===== src/rtl/irq_pkg.sv =====
// Shared types and defaults for the external interrupt controller.
package irq_pkg;
  typedef enum logic [1:0] {IDLE, REQ, SERV} irq_state_t;
  localparam int IRQ_NSRC_DEFAULT = 4;
endpackage


===== src/rtl/irq_sync.sv =====
// Two-flop synchroniser per line plus a previous-value flop; edge_o pulses
// for one cycle on each synchronised rising edge.
module irq_sync #(
  parameter int W = 4
) (
  input  logic         clk,
  input  logic         rst_n,
  input  logic [W-1:0] async_i,
  output logic [W-1:0] edge_o
);
  logic [W-1:0] sync1_q, sync2_q, prev_q;
  logic [W-1:0] sync1_d, sync2_d, prev_d;

  always_comb begin
    sync1_d = async_i;
    sync2_d = sync1_q;
    prev_d  = sync2_q;
  end

  // prev_q resets to 0, so a line held high through reset yields one edge.
  always_ff @(posedge clk or negedge rst_n) begin
    if (!rst_n) begin
      sync1_q <= '0;
      sync2_q <= '0;
      prev_q  <= '0;
    end else begin
      sync1_q <= sync1_d;
      sync2_q <= sync2_d;
      prev_q  <= prev_d;
    end
  end

  assign edge_o = sync2_q & ~prev_q;
endmodule


===== src/rtl/ext_irq_ctrl.sv =====
// External interrupt controller: edge-latched pending bits, lowest-index
// fixed-priority selection and a request/service handshake with the CPU.
module ext_irq_ctrl
  import irq_pkg::*;
#(
  parameter int NSRC = IRQ_NSRC_DEFAULT,
  parameter int IDW  = $clog2(NSRC)
) (
  input  logic            CLOCK_50,
  input  logic            reset,
  input  logic [NSRC-1:0] irq_src,
  input  logic [NSRC-1:0] irq_enable,
  input  logic            ExtlAck,
  input  logic            eoi,
  output logic            ExtIRQ,
  output logic [IDW-1:0]  irq_id,
  output logic [NSRC-1:0] irq_pending,
  output logic            irq_busy
);
  logic [NSRC-1:0] edge_vec;
  logic [NSRC-1:0] pending_q, pending_d;
  logic [NSRC-1:0] cand, clr;
  logic [IDW-1:0]  win;
  irq_state_t      state_q, state_d;
  logic            ext_irq_q, ext_irq_d;
  logic            busy_q, busy_d;
  logic [IDW-1:0]  irq_id_q, irq_id_d;

  irq_sync #(.W(NSRC)) u_sync (
    .clk     (CLOCK_50),
    .rst_n   (reset),
    .async_i (irq_src),
    .edge_o  (edge_vec)
  );

  always_comb begin
    cand = pending_q & irq_enable;
    win  = '0;
    // Scan downwards so the lowest set index is the last one written.
    for (int i = NSRC - 1; i >= 0; i--) begin
      if (cand[i]) win = IDW'(i);
    end
  end

  always_comb begin
    state_d   = state_q;
    ext_irq_d = ext_irq_q;
    busy_d    = busy_q;
    irq_id_d  = irq_id_q;
    clr       = '0;
    case (state_q)
      IDLE: begin
        if (|cand) begin
          state_d   = REQ;
          irq_id_d  = win;
          ext_irq_d = 1'b1;
          busy_d    = 1'b1;
        end
      end
      REQ: begin
        // irq_id stays frozen here; an eoi arriving with the ack is ignored.
        if (ExtlAck) begin
          for (int i = 0; i < NSRC; i++) begin
            clr[i] = (irq_id_q == IDW'(i));
          end
          state_d   = SERV;
          ext_irq_d = 1'b0;
        end
      end
      SERV: begin
        if (eoi) begin
          state_d = IDLE;
          busy_d  = 1'b0;
        end
      end
      default: begin
        state_d   = IDLE;
        ext_irq_d = 1'b0;
        busy_d    = 1'b0;
      end
    endcase
    // A fresh edge on the cleared source wins, so it is served again later.
    pending_d = (pending_q & ~clr) | edge_vec;
  end

  always_ff @(posedge CLOCK_50 or negedge reset) begin
    if (!reset) begin
      state_q   <= IDLE;
      ext_irq_q <= 1'b0;
      busy_q    <= 1'b0;
      irq_id_q  <= '0;
      pending_q <= '0;
    end else begin
      state_q   <= state_d;
      ext_irq_q <= ext_irq_d;
      busy_q    <= busy_d;
      irq_id_q  <= irq_id_d;
      pending_q <= pending_d;
    end
  end

  assign ExtIRQ      = ext_irq_q;
  assign irq_busy    = busy_q;
  assign irq_id      = irq_id_q;
  assign irq_pending = pending_q;
endmodule


===== config.mk =====
export PLATFORM = sky130hd
export DESIGN_NAME = ext_irq_ctrl
export DESIGN_NICKNAME = d
export VERILOG_FILES = /design/src/rtl/irq_pkg.sv /design/src/rtl/irq_sync.sv /design/src/rtl/ext_irq_ctrl.sv
export SDC_FILE = /design/constraint.sdc
export NUM_CORES = 1
export LEC_CHECK = 0
export BUFFER_PORTS_ARGS = -buffer_cell sky130_fd_sc_hd__buf_2
export CAP_MARGIN = 20
export CORE_ASPECT_RATIO = 1.25
export CORE_MARGIN = 1.5
export CORE_UTILIZATION = 44
export DETAILED_ROUTE_END_ITERATION = 8
export PLACE_DENSITY_LB_ADDON = 0.15
export SLEW_MARGIN = 15
export SYNTH_ARGS = -nofsm -noshare
export SYNTH_HDL_FRONTEND = slang
export SYNTH_SLANG_ARGS = --single-unit

===== constraint.sdc =====
create_clock -name CLOCK_50 -period 0.9 [get_ports CLOCK_50]
set_input_delay 0 -clock CLOCK_50 [delete_from_list [all_inputs] [get_ports CLOCK_50]]
set_output_delay 0 -clock CLOCK_50 [all_outputs]
set_load 0.03 [all_outputs]

### Word level (Yosys, flattened, before mapping)

Index checks and enable logic that the tools add are counted.

* input bits: 12
* output and inout port bits: 8
* bits in registers: 22
* word-level logic and storage cells: 46

* reductions and logical operators: 7
* equal/unequal tests: 8
* bitwise logic cells: 8
* muxes and demuxes: 15

Operators by type and width (number)
* $mux 2: 7
* $and 4x4->4: 3
* $reduce_and 3->1: 3
* $mux 4: 2
* $not 4->4: 2
* $eq 2x2->1 const B: 3
* $ne 2x2->1 const B: 3
* $pmux 1 s3: 2
* $pmux 2 s3: 1
* $eq 2x1->1 const B: 2
* $logic_not 2->1: 2
* $or 4x4->4: 1
* $reduce_or 4->1: 1
* $mux 1: 3
* $not 1->1: 2
* $reduce_and 2->1: 1

### Logic depth before layout (Yosys ltp)

Gate-level depths: netlist (run 1).

* depth in word-level cells: 6
* gate-level depth with buffers: 4
* gate-level depth less buffers: 3

### Modules after synthesis

A second synthesis (run 1) with hierarchy kept.

* cells, all modules: 63
* area total of the unflattened synthesis: 832.0 µm²

By module, submodules not included
* ext_irq_ctrl: cells each 47, sequential area each 250.2 µm², area an instance 476.7 µm², times used 1
* irq_sync: cells each 16, sequential area each 300.3 µm², area an instance 355.3 µm², times used 1

### Least setup slack after synthesis (run 1)

OpenSTA, ideal clock, no wires.

* kind: flip-flop to flip-flop
* start: register pending_q[3] (netlist: irq_pending[3])
* end: register state_q[0]
* slack: -0.230 ns
* stages on the path, launching flop included: 4
* required time: 0.771 ns
* path buffers: 0
* arrival time: 1.001 ns
* cell sequence: dfrtp_1 a22o_1 nor3_1 a211oi_1

* cells in the longest elaborated chain, start to end: 4

RTL lines
* start, declared: line ext_irq_ctrl.sv:21 `logic [NSRC-1:0] pending_q, pending_d;`
* start signal, assigned: line ext_irq_ctrl.sv:98 `pending_q <= pending_d;`
* $and 4x4->4: line ext_irq_ctrl.sv:37 `cand = pending_q & irq_enable;`
* $reduce_or 4->1: line ext_irq_ctrl.sv:53 `if (|cand) begin`
* $ne 2x2->1 (no source line)
* $reduce_and 3->1 (no source line)
* end signal, assigned: line ext_irq_ctrl.sv:94 `state_q <= state_d;`
* end, declared: line ext_irq_ctrl.sv:24 `irq_state_t state_q, state_d;`

Every way passes these cells.
A chain may end at the register's enable or synchronous reset.

### Worst setup path in the final report (run 1)

* start: register state_q[0]
* end: register busy_q (netlist: irq_busy)

* cells in the longest elaborated chain, start to end: 3

RTL lines
* $eq 2x2->1, or another cell as far along: line ext_irq_ctrl.sv:51 `case (state_q)`
* $ne 2x2->1 (no source line) / $not 1->1 (equally long branches)
* $reduce_and 3->1 (no source line)
* end signal, assigned: line ext_irq_ctrl.sv:96 `busy_q <= busy_d;`
* end, declared: line ext_irq_ctrl.sv:26 `logic busy_q, busy_d;`

Parallel ways exist; a longest one is shown, timed or not.

==> results of run 1 <==
final cells by class:
type,instances,area [um^2],share of cell area
clock buffers,4,26.28,0.02035
multi-input cells,30,266.5,0.2064
well taps,18,22.52,0.01744
repair buffers,43,390.4,0.3023
inverters,7,26.28,0.02035
flip-flops and latches,22,559.3,0.4331
worst min-delay path by stage:
stage / from / cells after the start / end / slack, ps
after global placement: reset / 1 / state_q[0]$_DFFE_PN0P_ / -20
after detailed placement: reset / 1 / state_q[0]$_DFFE_PN0P_ / -20
after global routing: irq_enable[2] / 3 / irq_id[0]$_DFFE_PN0P_ / 40
after CTS: irq_enable[2] / 3 / irq_id[0]$_DFFE_PN0P_ / 30
after floorplan: reset / 0 / ExtIRQ$_DFFE_PN0P_ / -300
final: irq_enable[2] / 3 / irq_id[0]$_DFFE_PN0P_ / 60
repair_timing:
| action | in CTS | in global routing |
|---|---|---|
| endpoints found under the hold margin | 29 | 0 |
| buffers inserted | 8 | 1 |
| pin swaps | 2 | 1 |
| hold buffers | 8 | 0 |
| resized for setup | 25 | 20 |
| setup endpoints to repair | 15 | 18 |
power breakdown:
| part | internal, uW | leakage [uW] | switching (uW) |
|---|---|---|---|
| Sequential | 1260 | 0.000243 | 278 |
| Combinational | 1280 | 0.000333 | 1130 |
| Clock | 173 | 0.0000150 | 278 |
| Total | 2710 | 0.000591 | 1680 |
cells in the final DEF, fill, tap and decap left out, types with 2 or more instances in the layout:
master	n
a21oi_1	3
buf_4	4
o21ai_1	8
inv_1	5
buf_6	20
inv_2	2
nor2_1	2
nand2_1	3
o31ai_4	3
a22o_4	2
dfrtp_1	15
dfrtp_2	7
buf_2	11
clkbuf_4	3
dlygate4sd3_1	8
synth_stat cells:
master,instances,share of area
a211oi_1,1,0.0096
a21oi_1,4,0.026
a22o_1,2,0.022
a22o_2,1,0.013
a32o_1,1,0.013
buf_4,1,0.0096
dfrtp_1,22,0.71
inv_1,7,0.034
nand2_1,3,0.014
nand3b_4,1,0.026
nand4b_1,1,0.011
nor2_1,2,0.0096
nor2_4,1,0.014
nor3_1,1,0.0064
o21ai_0,1,0.0064
o21ai_1,8,0.051
o31ai_1,3,0.029
flip-flops by register name, indices dropped and copies added (netlist names):
name and count:
ExtIRQ 1, irq_busy 1, irq_id 2, irq_pending 4, state_q 2, u_sync.prev_d 4
u_sync.prev_q 4, u_sync.sync1_q 4
cell families after synthesis:
kind of cell / Yosys count
AO/OA/AOI/OAI: 21
buffers and inverters: 8
flip-flops: 22
AND/OR/NAND/NOR: 9
worst max-delay path, stage by stage, from the launching register on:
cell and delay, ps:
dfrtp_2 480, buf_6 140, buf_4 120, nor2_1 130, o21ai_1 80, nand2_1 70
through the flow:
step	setup WS, ps	hold WS, ps	total power [uW]	TNS (ps)
floorplan	-163.1	-295.6	2326	-873.3
global placement	-163.2	-20.05	2867	-983.0
detailed placement	-150.6	-16.38	2875	-1084
CTS	-134.3	32.43	4030	-1456
global route	-225.1	43.75	4631	-2268
finish	-180.3	58.72	4393	-1614
per-layer routing:
layer,vias to the layer above,share of wire
met3,2,0.040
met5,-,0
met1,311,0.40
met2,23,0.56
met4,0,0.0075
li1,299,-
==> flow_summary_export.csv, run 1 <==
group,metric,value,unit
sta,tightestPinTransition,477.5,ps
placement,dp.cells,103,
sta,period_minus_slack,1080,ps
clocking,cts.path.max_buffers,2,
cells_and_area,fin_util,0.7963,
sta,setup_viol,15,
setup_path,ff2ff_path_depth,5,
placement,dpl_cell_area,950.9,um^2
sta,slew_headroom,0.6816,
setup_path,regToRegStartpoint,"state_q[0]$_DFFE_PN0P_",
logic_synthesis,synth_mux_area_frac,0,
global_routing,use_met3,0.02703,
global_routing,grt_pass1_vias,619,
floorplan,ios,20,
detailed_routing,wl_per_cell,14.98,um
logic_synthesis,synth_fa_ha_area_frac,0,
cells_and_area,stdcell_area,0.001291,mm^2
cells_and_area,syn_to_final_growth,65.38,%
placement,portBuffers,19,
sta,setup_ws,-180.3,ps
global_routing,grt_pass1_wl,2711,um
clocking,clkSinkCount,22,
detailed_routing,routed_wl,1857,um
cells_and_area,nFillCells,93,
floorplan,coreArea,0.001622,mm^2
logic_synthesis,yosys.area_share.simple,0.08173,
status,status,"finished with violations",
clocking,worst_skew_pair.late_latency,300,ps
setup_path,r2r_slack,-180,ps
sta,fin_crit_sh,1.200,
global_routing,met1_usage,0.2416,
clocking,path_clk_slew,110,ps
global_routing,antenna_found_initial,0,
global_routing,track_usage,0.2009,
floorplan,die_h,50.10,um
floorplan,die_w,40.68,um
setup_path,start_kind,"flop",
cells_and_area,diodes,0,
setup_path,cp.required,1150,ps
logic_synthesis,synth-seq-area-share,0.7051,
worst_hold_path,hold_class,"in -> reg",
sta,skew,2.191,ps
power_and_ir_drop,ir_drop,1.837,mV
logic_synthesis,netlist-cell-type-count,17,
cells_and_area,drive_above_1_share,0.5377,
clocking,cts_max_level,1,
global_routing,grt.busiest_layer,"met2",
power_and_ir_drop,power_density,3402,mW/mm^2
setup_path,cp-startpoint,"state_q[0]$_DFFE_PN0P_",
setup_path,end_kind,"flop",
global_routing,grt_overflow_total,0,
placement,hpwl,1025,um
cells_and_area,fin_cells,124,
detailed_routing,via_per_inst,5.121,
clocking,cts_tree,"built",
logic_synthesis,syn_area_per_cell,13.01,um^2
global_routing,grt_start_max_net_pins,23,
logic_synthesis,ys_seq_elements,22,
sta,slew_viol_final,0,
detailed_routing,drtIter0Drc,13,
clocking,cts_root_buffer,"clkbuf_4",
detailed_routing,drc,0,
global_routing,use_met2,0.3386,
detailed_routing,ant_nets,0,
setup_path,critical_path_class,"reg -> reg",
logic_synthesis,netlist_area,780.7,um^2
setup_path,path_max_fanout,5,
floorplan,dieArea,0.002038,mm^2
placement,gp_congestion,0.7039,
setup_path,worstPathArrival,1330,ps
cells_and_area,nets,119,
logic_synthesis,synth_top_family_by_area,"compound AO/OA/AOI/OAI gates",
clocking,numCtsBuffers,3,
detailed_routing,dr.pass1.iters,4,
detailed_routing,dr_total_vias,635,
flow_run,cap_violations,0,
logic_synthesis,syn_inst,60,
sta,hold_viol,0,
floorplan,rows,16,
logic_synthesis,yosysWarnings,0,
sta,rsz0062_at_grt,"yes",
sta,clock.fmax,0.9256,GHz
setup_path,reg2reg_to,"irq_busy$_DFFE_PN0P_",
logic_synthesis,synth-compound-area-share,0.1699,
logic_synthesis,synthesis.nets,72,
floorplan,initial_core_util,0.4815,
status,violations,"negative setup slack",
logic_synthesis,synth_xor_area_frac,0,
setup_path,crit_path_end,"irq_busy$_DFFE_PN0P_",
power_and_ir_drop,leakagePower,0.0005913,uW
Note: power is estimated with default switching activity, not from simulation.
==> inputs of run 2 (changes only) <==
--- a/config.mk
+++ b/config.mk
@@ -5,11 +5,12 @@
 export SDC_FILE = /design/constraint.sdc
 export NUM_CORES = 1
 export LEC_CHECK = 0
+export ABC_AREA = 1
 export BUFFER_PORTS_ARGS = -buffer_cell sky130_fd_sc_hd__buf_2
 export CAP_MARGIN = 20
 export CORE_ASPECT_RATIO = 1.25
 export CORE_MARGIN = 1.5
-export CORE_UTILIZATION = 44
+export CORE_UTILIZATION = 49
 export DETAILED_ROUTE_END_ITERATION = 8
 export PLACE_DENSITY_LB_ADDON = 0.15
 export SLEW_MARGIN = 15
==> constraint.sdc (replaced) <==
create_clock -name CLOCK_50 -period 1.15 [get_ports CLOCK_50]
set_input_delay 0 -clock CLOCK_50 [delete_from_list [all_inputs] [get_ports CLOCK_50]]
set_output_delay 0 -clock CLOCK_50 [all_outputs]
set_load 0.03 [all_outputs]
==> flow_summary_export.csv, run 2 <==
group,metric,value,unit
sta,slew_headroom,0.6974,
sta,period_minus_slack,1060,ps
setup_path,path_cells,"inv_2 -> nand2_2 -> or2_4 -> nand3_2 -> nand2_1 -> nand2_1",
logic_synthesis,synth_edf_count,0,
logic_synthesis,synth-seq-area-share,0.6929,
sta,fin_tns_setup,0,ps
sta,setup_viol,0,
clocking,path_clk_slew,120,ps
logic_synthesis,synth_commonest_cells,"dfrtp_1, nand2_1, inv_1",
detailed_routing,drtIter0Drc,8,
floorplan,rows,16,
logic_synthesis,yosys.area.top_type,"dfrtp_1",
logic_synthesis,synthesis.nets,87,
flow_run,cap_violations,0,
sta,skew,5.945,ps
logic_synthesis,synth_flop_cell,"dfrtp_1",
cells_and_area,drive_above_1_share,0.3271,
global_routing,track_usage,0.1917,
detailed_routing,dr_total_vias,613,
placement,hpwl,978.4,um
power_and_ir_drop,sw_frac_of_total,0.3888,
setup_path,max_stage_delay,420,ps
floorplan,dieArea,0.001874,mm^2
logic_synthesis,ys_seq_elements,22,
clocking,cts_root_buffer,"clkbuf_4",
floorplan,die_w,39.02,um
clocking,numCtsBuffers,3,
power_and_ir_drop,comb_power_share,0.385,
power_and_ir_drop,p_seq_frac,0.404,
placement,gp_congestion,0.6805,
placement,portBuffers,19,
sta,fin_crit_sh,0.9217,
detailed_routing,via_per_inst,4.904,
logic_synthesis,synth_top_cells_by_area,"dfrtp_1, nand2_1, inv_1, o21ai_0, nand3_1",
setup_path,cp.required,1400,ps
sta,hold_viol,0,
detailed_routing,dr.pass1.iters,4,
power_and_ir_drop,leakagePower,0.0005501,uW
cells_and_area,nets,120,
power_and_ir_drop,power_density,2568,mW/mm^2
worst_hold_path,hold_class,"in -> reg",
cells_and_area,mostFrequentLayoutCell,"dfrtp_1",
setup_path,slowest_stage,"dfrtp_1",
detailed_routing,ant_nets,0,
global_routing,grt_overflow_total,0,
power_and_ir_drop,p_sw,1063,uW
logic_synthesis,yosysMostFrequentCell,"dfrtp_1",
detailed_routing,wl_per_cell,11.27,um
cells_and_area,final_cell_mix,"dfrtp_1, buf_2, nand2_1, inv_1",
setup_path,end_kind,"flop",
logic_synthesis,yosys.area.top_type_share,0.6929,
clocking,worst_skew_pair.late_latency,300,ps
cells_and_area,seq_area,550.5,um^2
cells_and_area,multi_input_area,217.7,um^2
sta,slew_viol_final,0,
setup_path,crit_path_frequent_cell,"nand2_1",
floorplan,ios,20,
sta,tightestPinTransition,453.9,ps
placement,dp.cells,112,
logic_synthesis,netlist-cell-type-count,14,
clocking,clkSinkCount,22,
power_and_ir_drop,power_frac_clock,0.210,
status,status,"finished clean",
logic_synthesis,syn_inst,75,
cells_and_area,fin_cells,125,
global_routing,grt_pass1_vias,562,
power_and_ir_drop,ir_drop,1.715,mV
clocking,cts.path.max_buffers,2,
clocking,cts_max_level,1,
global_routing,grt_pass1_wl,2283,um
setup_path,critical_path_class,"reg -> reg",
logic_synthesis,synthArstFlopShare,1.000,
setup_path,path_max_fanout,3,
global_routing,antenna_found_initial,0,
logic_synthesis,netlist_area,794.5,um^2
floorplan,initial_core_util,0.5154,
floorplan,coreArea,0.001541,mm^2
setup_path,worstPathArrival,1310,ps
floorplan,die_h,48.02,um
detailed_routing,routed_wl,1409,um
cells_and_area,diodes,0,
setup_path,start_kind,"flop",
cells_and_area,fin_util,0.6907,
power_and_ir_drop,intPower,1671,uW
cells_and_area,nFillCells,132,
cells_and_area,syn_to_final_growth,34.02,%
sta,clock.fmax,0.9434,GHz
logic_synthesis,syn_area_per_cell,10.59,um^2
power_and_ir_drop,p_total,2735,uW
detailed_routing,drc,0,
global_routing,grt_start_max_net_pins,23,
logic_synthesis,yosysWarnings,0,
clocking,cts_tree,"built",
-- run 2: changes by cell type after synthesis, sizes merged, moves of 3 or more --
cell,delta
a21oi,-3
inv,+4
nand2,+17
a22o,-3
nand3,+5
o31ai,-3
-- run 2: cell type report --
class                   count  share of cell area
clock buffers               3             0.02115
well taps                  18             0.02115
flip-flops and latches     22              0.5170
inverters                  11             0.03878
repair buffers             28              0.1692
clock inverters             1             0.02820
multi-input cells          42              0.2045
-- run 2: cells by family (layout without fill, tap and decap cells) --
group,count (synthesis),count (layout),synth area share
DFF,22,22,0.6929
buffers and inverters,11,43,0.05197
and+or+nand+nor,30,30,0.1717
AOI/OAI and AO/OA,12,12,0.08346
-- run 2: worst paths after layout --
kind / slack, ps / cells after the start / end / startpoint
max in group asynchronous: 670 / 2 / u_sync.prev_q[0]$_DFF_PN0_ / reset
max: 90 / 6 / irq_busy$_DFFE_PN0P_ / state_q[0]$_DFFE_PN0P_
min: 3 / 4 / irq_id[0]$_DFFE_PN0P_ / irq_enable[0]
max reg2reg: 90 / 6 / irq_busy$_DFFE_PN0P_ / state_q[0]$_DFFE_PN0P_
min in group asynchronous: 160 / 2 / ExtIRQ$_DFFE_PN0P_ / reset
min reg2reg: 360 / 0 / u_sync.prev_d[1]$_DFF_PN0_ / u_sync.sync1_q[1]$_DFF_PN0_
-- run 2: worst max-delay path: cells and delay by family (launching register included) --
| family | cells | cell delay, ps |
|---|---|---|
| and+or+nand+nor | 5 | 490 |
| DFF | 1 | 420 |
| buffers and inverters | 1 | 90 |
-- run 2: metrics by stage --
step,setup slack [ps],hold slack [ps],area (um^2)
6_report,90.02,3.176,1065
5_1_grt,-10.67,4.437,1065
4_1_cts,34.69,8.515,1035
3_5_place_dp,38.38,-23.02,912.1
3_3_place_gp,93.16,-23.39,912.1
2_1_floorplan,7.007,-295.6,794.5
-- run 2: layer usage --
metal / global-route usage / share of wire / vias up
li1: - / - / 301
met1: 0.2190 / 0.42 / 292
met2: 0.3333 / 0.52 / 18
met3: 0.04186 / 0.050 / 2
met4: 0.1034 / 0.0085 / 0
met5: 0 / 0 / -
-- run 2: timing repair --
item                                    in CTS  in global routing
resized for setup                            0                  7
hold endpoints to repair                    27                  0
setup buffers                                0                  2
endpoints found under the setup margin       0                  6
hold buffers                                 7                  0
-- run 2: power by group through the flow --
stage	clock, uW	sequential, uW	combinational [uW]
after floorplan	0	1340	433
after global placement	0	1100	925
after detailed placement	0	1120	943
after CTS	588	1100	973
after global routing	621	1130	1190
final	576	1110	1050
